**src/rtl/bp_resolve_queue.sv**
```systemverilog
// bp_resolve_queue: EX-side checker for fetch-stage branch predictions.
// Each prediction issued at fetch ({pc, taken, target}) waits in a small FIFO
// until the matching branch/jump resolves in EX. The resolution is compared
// against the head entry, or against an implicit "not taken" prediction when
// the head does not match. The block emits a registered predictor-table update
// and a one-cycle redirect on mispredict. A mispredict or a pipeline flush
// discards all wrong-path entries.
// Optional feature macro: BP_RESOLVE_STATS_EN adds saturating counters of
// resolved conditional branches and mispredicts (stat_branches_o,
// stat_mispredicts_o).
module bp_resolve_queue #(
    parameter int DEPTH = 4
) (
    input  logic        clk_i,
    input  logic        rst_i,
    input  logic        pred_valid_i,
    input  logic [31:0] pred_pc_i,
    input  logic        pred_taken_i,
    input  logic [31:0] pred_target_i,
    output logic        pred_ready_o,
    input  logic        ex_valid_i,
    input  logic [31:0] ex_pc_i,
    input  logic        ex_cond_i,
    input  logic        ex_compressed_i,
    input  logic        ex_taken_i,
    input  logic [31:0] ex_target_i,
    input  logic        flush_i,
    output logic [31:0] ex_br_instr_addr_o,
    output logic        ex_br_taken_o,
    output logic        ex_br_valid_o,
    output logic        mispredict_o,
    output logic [31:0] redirect_pc_o
`ifdef BP_RESOLVE_STATS_EN
   ,output logic [31:0] stat_branches_o,
    output logic [31:0] stat_mispredicts_o
`endif
);

    localparam int PW = $clog2(DEPTH);
    localparam logic [PW:0]   FULL_CNT = (PW + 1)'(DEPTH);
    localparam logic [PW:0]   CNT_ZERO = (PW + 1)'(0);
    localparam logic [PW:0]   CNT_ONE  = (PW + 1)'(1);
    localparam logic [PW-1:0] PTR_ZERO = PW'(0);
    localparam logic [PW-1:0] PTR_ONE  = PW'(1);

    // Prediction storage, one slot per in-flight branch.
    logic [31:0]   pc_mem_r     [DEPTH];
    logic          taken_mem_r  [DEPTH];
    logic [31:0]   target_mem_r [DEPTH];

    logic [PW-1:0] head_r;
    logic [PW-1:0] tail_r;
    logic [PW:0]   count_r;
    logic          ready_r;

    logic [31:0]   br_addr_r;
    logic          br_taken_r;
    logic          br_valid_r;
    logic          mispredict_r;
    logic [31:0]   redirect_pc_r;

    logic          head_match_s;
    logic          cmp_taken_s;
    logic [31:0]   cmp_target_s;
    logic          mispred_s;
    logic          clear_s;
    logic          push_s;
    logic          pop_s;
    logic [PW:0]   count_next_s;
    logic [31:0]   fallthru_pc_s;
    logic [31:0]   redirect_next_s;

    // Resolution compare against the head (or implicit not-taken) and queue control.
    always_comb begin
        head_match_s    = 1'b0;
        cmp_taken_s     = 1'b0;
        cmp_target_s    = 32'h0000_0000;
        mispred_s       = 1'b0;
        clear_s         = 1'b0;
        push_s          = 1'b0;
        pop_s           = 1'b0;
        count_next_s    = count_r;
        fallthru_pc_s   = 32'h0000_0000;
        redirect_next_s = 32'h0000_0000;

        if (ex_valid_i && (count_r != CNT_ZERO) && (pc_mem_r[head_r] == ex_pc_i)) begin
            head_match_s = 1'b1;
            cmp_taken_s  = taken_mem_r[head_r];
            cmp_target_s = target_mem_r[head_r];
        end else begin
            head_match_s = 1'b0;
            cmp_taken_s  = 1'b0;
            cmp_target_s = 32'h0000_0000;
        end

        if (ex_valid_i) begin
            mispred_s = (ex_taken_i != cmp_taken_s) |
                        (ex_taken_i & cmp_taken_s & (ex_target_i != cmp_target_s));
        end else begin
            mispred_s = 1'b0;
        end

        fallthru_pc_s   = ex_pc_i + (ex_compressed_i ? 32'd2 : 32'd4);
        redirect_next_s = ex_taken_i ? ex_target_i : fallthru_pc_s;

        // Wrong-path entries die with a mispredict or flush, including any
        // prediction arriving in the same cycle.
        clear_s = mispred_s | flush_i;
        push_s  = pred_valid_i & ready_r & ~clear_s;
        pop_s   = head_match_s & ~clear_s;

        if (clear_s) begin
            count_next_s = CNT_ZERO;
        end else begin
            case ({push_s, pop_s})
                2'b10:   count_next_s = count_r + CNT_ONE;
                2'b01:   count_next_s = count_r - CNT_ONE;
                default: count_next_s = count_r;
            endcase
        end
    end

    // Queue pointers, occupancy and the registered ready flag.
    always_ff @(posedge clk_i) begin
        if (rst_i) begin
            head_r  <= PTR_ZERO;
            tail_r  <= PTR_ZERO;
            count_r <= CNT_ZERO;
            ready_r <= 1'b1;
        end else begin
            if (clear_s) begin
                head_r <= PTR_ZERO;
                tail_r <= PTR_ZERO;
            end else begin
                if (push_s) begin
                    tail_r <= tail_r + PTR_ONE;
                end
                if (pop_s) begin
                    head_r <= head_r + PTR_ONE;
                end
            end
            count_r <= count_next_s;
            // Ready follows occupancy only; a pop never frees a slot for a same-cycle push.
            ready_r <= (count_next_s != FULL_CNT);
        end
    end

    // Prediction payload storage written at the tail.
    always_ff @(posedge clk_i) begin
        if (rst_i) begin
            for (int i = 0; i < DEPTH; i++) begin
                pc_mem_r[i]     <= 32'h0000_0000;
                taken_mem_r[i]  <= 1'b0;
                target_mem_r[i] <= 32'h0000_0000;
            end
        end else if (push_s) begin
            pc_mem_r[tail_r]     <= pred_pc_i;
            taken_mem_r[tail_r]  <= pred_taken_i;
            target_mem_r[tail_r] <= pred_target_i;
        end else begin
            pc_mem_r[tail_r]     <= pc_mem_r[tail_r];
            taken_mem_r[tail_r]  <= taken_mem_r[tail_r];
            target_mem_r[tail_r] <= target_mem_r[tail_r];
        end
    end

    // Registered predictor update and redirect outputs (one cycle after resolve).
    always_ff @(posedge clk_i) begin
        if (rst_i) begin
            br_addr_r     <= 32'h0000_0000;
            br_taken_r    <= 1'b0;
            br_valid_r    <= 1'b0;
            mispredict_r  <= 1'b0;
            redirect_pc_r <= 32'h0000_0000;
        end else begin
            br_addr_r    <= ex_pc_i;
            br_taken_r   <= ex_taken_i;
            br_valid_r   <= ex_valid_i & ex_cond_i;
            mispredict_r <= mispred_s;
            if (mispred_s) begin
                redirect_pc_r <= redirect_next_s;
            end else begin
                redirect_pc_r <= redirect_pc_r;
            end
        end
    end

    assign pred_ready_o       = ready_r;
    assign ex_br_instr_addr_o = br_addr_r;
    assign ex_br_taken_o      = br_taken_r;
    assign ex_br_valid_o      = br_valid_r;
    assign mispredict_o       = mispredict_r;
    assign redirect_pc_o      = redirect_pc_r;

`ifdef BP_RESOLVE_STATS_EN
    logic [31:0] stat_br_r;
    logic [31:0] stat_mis_r;

    // Saturating event counters for resolved conditional branches and mispredicts.
    always_ff @(posedge clk_i) begin
        if (rst_i) begin
            stat_br_r  <= 32'h0000_0000;
            stat_mis_r <= 32'h0000_0000;
        end else begin
            if (ex_valid_i && ex_cond_i && (stat_br_r != 32'hFFFF_FFFF)) begin
                stat_br_r <= stat_br_r + 32'd1;
            end else begin
                stat_br_r <= stat_br_r;
            end
            if (mispred_s && (stat_mis_r != 32'hFFFF_FFFF)) begin
                stat_mis_r <= stat_mis_r + 32'd1;
            end else begin
                stat_mis_r <= stat_mis_r;
            end
        end
    end

    assign stat_branches_o    = stat_br_r;
    assign stat_mispredicts_o = stat_mis_r;
`endif

endmodule
```
**config.mk**
```make
export PLATFORM = sky130hd
export DESIGN_NAME = bp_resolve_queue
export DESIGN_NICKNAME = d
export VERILOG_FILES = /design/src/rtl/bp_resolve_queue.sv
export SDC_FILE = /design/constraint.sdc
export NUM_CORES = 1
export LEC_CHECK = 0
export ABC_AREA = 0
export ABC_CLOCK_PERIOD_IN_PS = 8800
export BUFFER_PORTS_ARGS = -buffer_cell sky130_fd_sc_hd__clkbuf_2
export CORE_MARGIN = 2
export CORE_UTILIZATION = 30
export CTS_BUF_LIST = sky130_fd_sc_hd__clkbuf_8
export DETAILED_ROUTE_END_ITERATION = 16
export PLACE_DENSITY = 0.5
export SYNTH_ARGS = -nofsm -noshare
export SYNTH_HDL_FRONTEND = slang
export SYNTH_SLANG_ARGS = --single-unit
export TNS_END_PERCENT = 20
```
**constraint.sdc**
```tcl
create_clock -name clk_i -period 8.8 [get_ports clk_i]
set_clock_uncertainty 0.05 [all_clocks]
set_input_delay 1.76 -clock clk_i [delete_from_list [all_inputs] [get_ports clk_i]]
set_output_delay 1.76 -clock clk_i [all_outputs]
set_load 0.01 [all_outputs]
```
==> summary.txt <==
SYNTH
----------------------------------------------------------------------------------------------------
Yosys top cell area share .............................................................       46.10%
Flops & latches, synth ................................................................          337
Mapped Nets ...........................................................................        1,594
Count leader, synth ................................................................... sky130_fd_sc_hd__edfxtp_1
Count of mapped cells out of synthesis ................................................        1,451
Post-Syn Area per Cell ................................................................  11.67 sq um
Number of flops mapped to enable cells by yosys .......................................          260
Sequential fraction of the synthesis area .............................................       55.21%
Fraction of synthesis flops using an asynchronous set or reset pin ....................           0%
Library cell with the largest summed area after synthesis ............................. sky130_fd_sc_hd__edfxtp_1
Synth cell types ......................................................................           60
YS warnings ...........................................................................            0
Cell types with the largest area share after synthesis ................................ sky130_fd_sc_hd__edfxtp_1 46%, sky130_fd_sc_hd__dfxtp_1 9.1%, sky130_fd_sc_hd__mux4_2 6.5%, sky130_fd_sc_hd__nand2_1 4.7%, sky130_fd_sc_hd__nor3_2 4.7%
Commonest cells in the synthesized netlist ............................................ 260 x sky130_fd_sc_hd__edfxtp_1, 211 x sky130_fd_sc_hd__nand2_1, 129 x sky130_fd_sc_hd__nor3_1
Synth Flop Type ....................................................................... sky130_fd_sc_hd__edfxtp_1
Netlist Area Pre-Place ................................................................ 16,930 sq um

FLOORPLAN
----------------------------------------------------------------------------------------------------
Standard-cell rows ....................................................................           87
Chip Height ...........................................................................     241.6 um
DIE WIDTH .............................................................................     241.6 um
Effective utilization at floorplan ....................................................       30.21%
Core region area ...................................................................... 56,060 sq um
Die footprint ......................................................................... 58,370 sq um
Total I/O pin count ...................................................................          205

CLOCKING
----------------------------------------------------------------------------------------------------
Number of cells upsized or downsized after cts ........................................            0
Clock-pin slew reported for the worst setup and hold paths after clock tree synthesis .      0.06 ns
Cts-stage hold buffer count ...........................................................            0
CTS root buf .......................................................................... sky130_fd_sc_hd__clkbuf_8
Max H-tree Level ......................................................................            2
Post-CTS setup buffers ................................................................            0
Clock Latency Late Sink ...............................................................      0.62 ns
CTS tree ..............................................................................        built
Clock sinks ...........................................................................          337
Maximum root-to-sink buffer count .....................................................            3
CTS buffer count ......................................................................           53

SETUP PATH
----------------------------------------------------------------------------------------------------
Worst path buffer plus inverter count .................................................            4
Critical-path top delay cell .......................................................... sky130_fd_sc_hd__buf_4
Required time of the critical path ....................................................      9.04 ns
Cell type with the highest occurrence count on the critical path ...................... sky130_fd_sc_hd__buf_4
Largest fanout on the critical path ...................................................          153
CP endpoint kind ......................................................................    flip-flop
CP cell instances ..................................................................... buf_4 -> buf_4 -> mux2i_1 -> xnor2_1 -> nor3_1 -> o211ai_1 -> nor4_2 -> nand2_1 -> o211ai_1 -> o31a_2 -> buf_12 -> buf_4 -> nor3_1
Delay of the slowest cell on the worst path ...........................................      0.99 ns
CP Launch Type ........................................................................    flip-flop
Family with the most delay on the worst path .......................................... buffers and inverters
Data arrival time at the worst-slack endpoint .........................................      6.67 ns
Worst setup path category .............................................................      reg2reg

STA
----------------------------------------------------------------------------------------------------
Tmin final ............................................................................     6.421 ns
Worst Tran Pin Value ..................................................................     1.180 ns
RSZ-0062 raised after global routing ..................................................           no
Worst-case headroom to the max-slew limit .............................................       21.33%
Setup TNS Final .......................................................................         0 ns
Final-report max-slew violation count .................................................            0
Final critical-path share of the clock period .........................................       72.96%
Hold slack ............................................................................    0.4133 ns
Number of endpoints failing setup at the final stage ..................................            0
Final count of hold timing violations .................................................            0
Max Clock Freq ........................................................................    155.7 MHz

GLOBAL ROUTE
----------------------------------------------------------------------------------------------------
Aggregate global routing overflow .....................................................            0
Largest net degree at the start of global routing .....................................          154
Vias in the first global route ........................................................       12,029
Global-route wire length before repair ................................................    80,180 um
All-layer global routing usage ........................................................       18.11%
Initial antenna violation count .......................................................            4

PLACED DESIGN
----------------------------------------------------------------------------------------------------
HPWL Detailed .........................................................................    36,670 um
Buffers on Ports ......................................................................          204
Dpl cell area ......................................................................... 18,550 sq um
Placer congestion estimate ............................................................       0.9128

POWER
----------------------------------------------------------------------------------------------------
Switching share of total power ........................................................       26.48%
Total design power ....................................................................     3.514 mW
Portion of total power attributed to the clock network ................................        37.5%
Internal power component ..............................................................     2.583 mW
Areal power density over the cells .................................................... 179.4 nW/um^2
Maximum vdd ir drop ...................................................................   0.09622 mV
Power spent charging and discharging nets .............................................     930.5 uW
Leakage power figure ..................................................................     7.105 nW
Proportion of power drawn by combinational gates ......................................        11.3%
Sequential share of power .............................................................        51.3%

FINAL LAYOUT
----------------------------------------------------------------------------------------------------
Filler cell count .....................................................................        5,578
Sequential Area .......................................................................   9356 sq um
Multi-input gate area in the final layout .............................................   6840 sq um
Post-Route Utilization ................................................................       34.94%
Post-route cell area .................................................................. 19,590 sq um
Post-layout net count .................................................................        1,753
Share of cells above drive strength 1 .................................................       27.09%
Area growth from synthesis to layout ..................................................       15.68%

ROUTING
----------------------------------------------------------------------------------------------------
Via-to-Cell Ratio .....................................................................        5.124
Count of routing violations after the opening detailed-route iteration ................          815
Routed Wire Length ....................................................................    54,380 um
Total vias in the final route .........................................................       12,360
Number of design rule violations left after detail routing ............................            0
Average detailed-routed wire length per instance ......................................     22.55 um
Remaining antenna violation count after routing .......................................            0
Number of detailed-routing iterations run before antenna repair .......................            5

OUTCOME
----------------------------------------------------------------------------------------------------
Run status ............................................................................ finished, final reports clean

WORST HOLD PATH
----------------------------------------------------------------------------------------------------
Hold_sp ............................................................................... redirect_pc_o[31]
Hold Path Class .......................................................................      reg2reg

RUN
----------------------------------------------------------------------------------------------------
Max-capacitance violation count .......................................................            0

sequential cells by signal, summed over array words and instances (netlist names), named ones only:
signal	count
ex_br_instr_addr_o	32
count_r	3
taken_mem_r	4
pred_ready_o	1
pc_mem_r	128
redirect_pc_o	32
target_mem_r	128
ex_br_valid_o	1
head_r	2
mispredict_o	1
tail_r	2
ex_br_taken_o	1
worst min-delay path: stages, from the launching register on:
cell and delay, ns:
sky130_fd_sc_hd__dfxtp_1 0.31, sky130_fd_sc_hd__nand2_1 0.05, sky130_fd_sc_hd__mux2i_1 0.06
kinds of logic (layout without fill, tap and decap cells):
kind of cell / count (synthesis) / count (layout) / synth area share (%)
buf+inv: 169 / 372 / 4.728
flops: 337 / 337 / 55.21
compound gates: 152 / 152 / 5.711
xor+xnor: 65 / 65 / 3.362
mux: 121 / 121 / 10.82
fa+ha+maj: 6 / 6 / 0.5320
other cells: 0 / 2 / 0
simple gates: 601 / 601 / 19.64
placed cells by master, fill, tap and decap left out, types with 9 or more instances in the layout:
| master | synthesis | final |
|---|---|---|
| sky130_fd_sc_hd__edfxtp_1 | 260 | 260 |
| sky130_fd_sc_hd__nand2_1 | 211 | 210 |
| sky130_fd_sc_hd__clkbuf_2 | 0 | 204 |
| sky130_fd_sc_hd__nor3_1 | 129 | 129 |
| sky130_fd_sc_hd__nor4_1 | 82 | 82 |
| sky130_fd_sc_hd__nor3_2 | 79 | 79 |
| sky130_fd_sc_hd__dfxtp_1 | 77 | 75 |
| sky130_fd_sc_hd__o21ai_0 | 70 | 67 |
| sky130_fd_sc_hd__mux2i_1 | 65 | 65 |
| sky130_fd_sc_hd__inv_1 | 43 | 57 |
| sky130_fd_sc_hd__clkbuf_8 | 0 | 56 |
| sky130_fd_sc_hd__mux4_2 | 49 | 49 |
| sky130_fd_sc_hd__xnor2_1 | 45 | 45 |
| sky130_fd_sc_hd__nor2b_1 | 27 | 27 |
| sky130_fd_sc_hd__nor2_1 | 22 | 22 |
| sky130_fd_sc_hd__a22oi_1 | 22 | 22 |
| sky130_fd_sc_hd__buf_4 | 8 | 21 |
| sky130_fd_sc_hd__xor2_1 | 20 | 20 |
| sky130_fd_sc_hd__clkinv_1 | 0 | 17 |
| sky130_fd_sc_hd__nand4_1 | 15 | 15 |
| sky130_fd_sc_hd__nand3_1 | 12 | 12 |
| sky130_fd_sc_hd__a21oi_1 | 10 | 10 |
| sky130_fd_sc_hd__and3_1 | 9 | 9 |
layout make-up:
type,count,area share [%]
antenna,2,0.02555
clock buffer,56,3.934
clock inverter,43,1.335
inverter,45,0.8750
multi-input combinational,945,34.92
sequential,337,47.76
tap,756,4.829
timing repair buffer,228,6.323
through the flow:
stage,setup slack (ns),cells
detailed placement,2.178,2311
global placement,2.394,2311
global route,1.920,2411
finish,2.379,2412
CTS,2.366,2410
floorplan,-0.6255,1451
power groups by stage:
stage	combinational, mW	clock (mW)	sequential [mW]
after global placement	0.397	0	1.83
final	0.397	1.32	1.80
after global routing	0.429	1.42	1.81
after floorplan	0.221	0	1.85
after CTS	0.401	1.35	1.80
after detailed placement	0.400	0	1.83
path summary, 6_finish.rpt:
| check | endpoint | depth (start not counted) | slack, ns |
|---|---|---|---|
| worst max register to register | target_mem_r[1][9] | 13 | 2.38 |
| worst min register to register | redirect_pc_o[31] | 2 | 0.41 |
| worst min-delay path | redirect_pc_o[31] | 2 | 0.41 |
| worst max-delay path | target_mem_r[1][9] | 13 | 2.38 |
layer usage:
| layer | vias to the layer above | wire [um] | track usage, % |
|---|---|---|---|
| met4 | 6 | 1272 | 5.097 |
| met5 | - | 40 | 0 |
| li1 | 5734 | - | - |
| met3 | 71 | 3141 | 3.052 |
| met2 | 415 | 25210 | 28.86 |
| met1 | 6134 | 24720 | 25.36 |
Power figures use the tool's default switching activity.
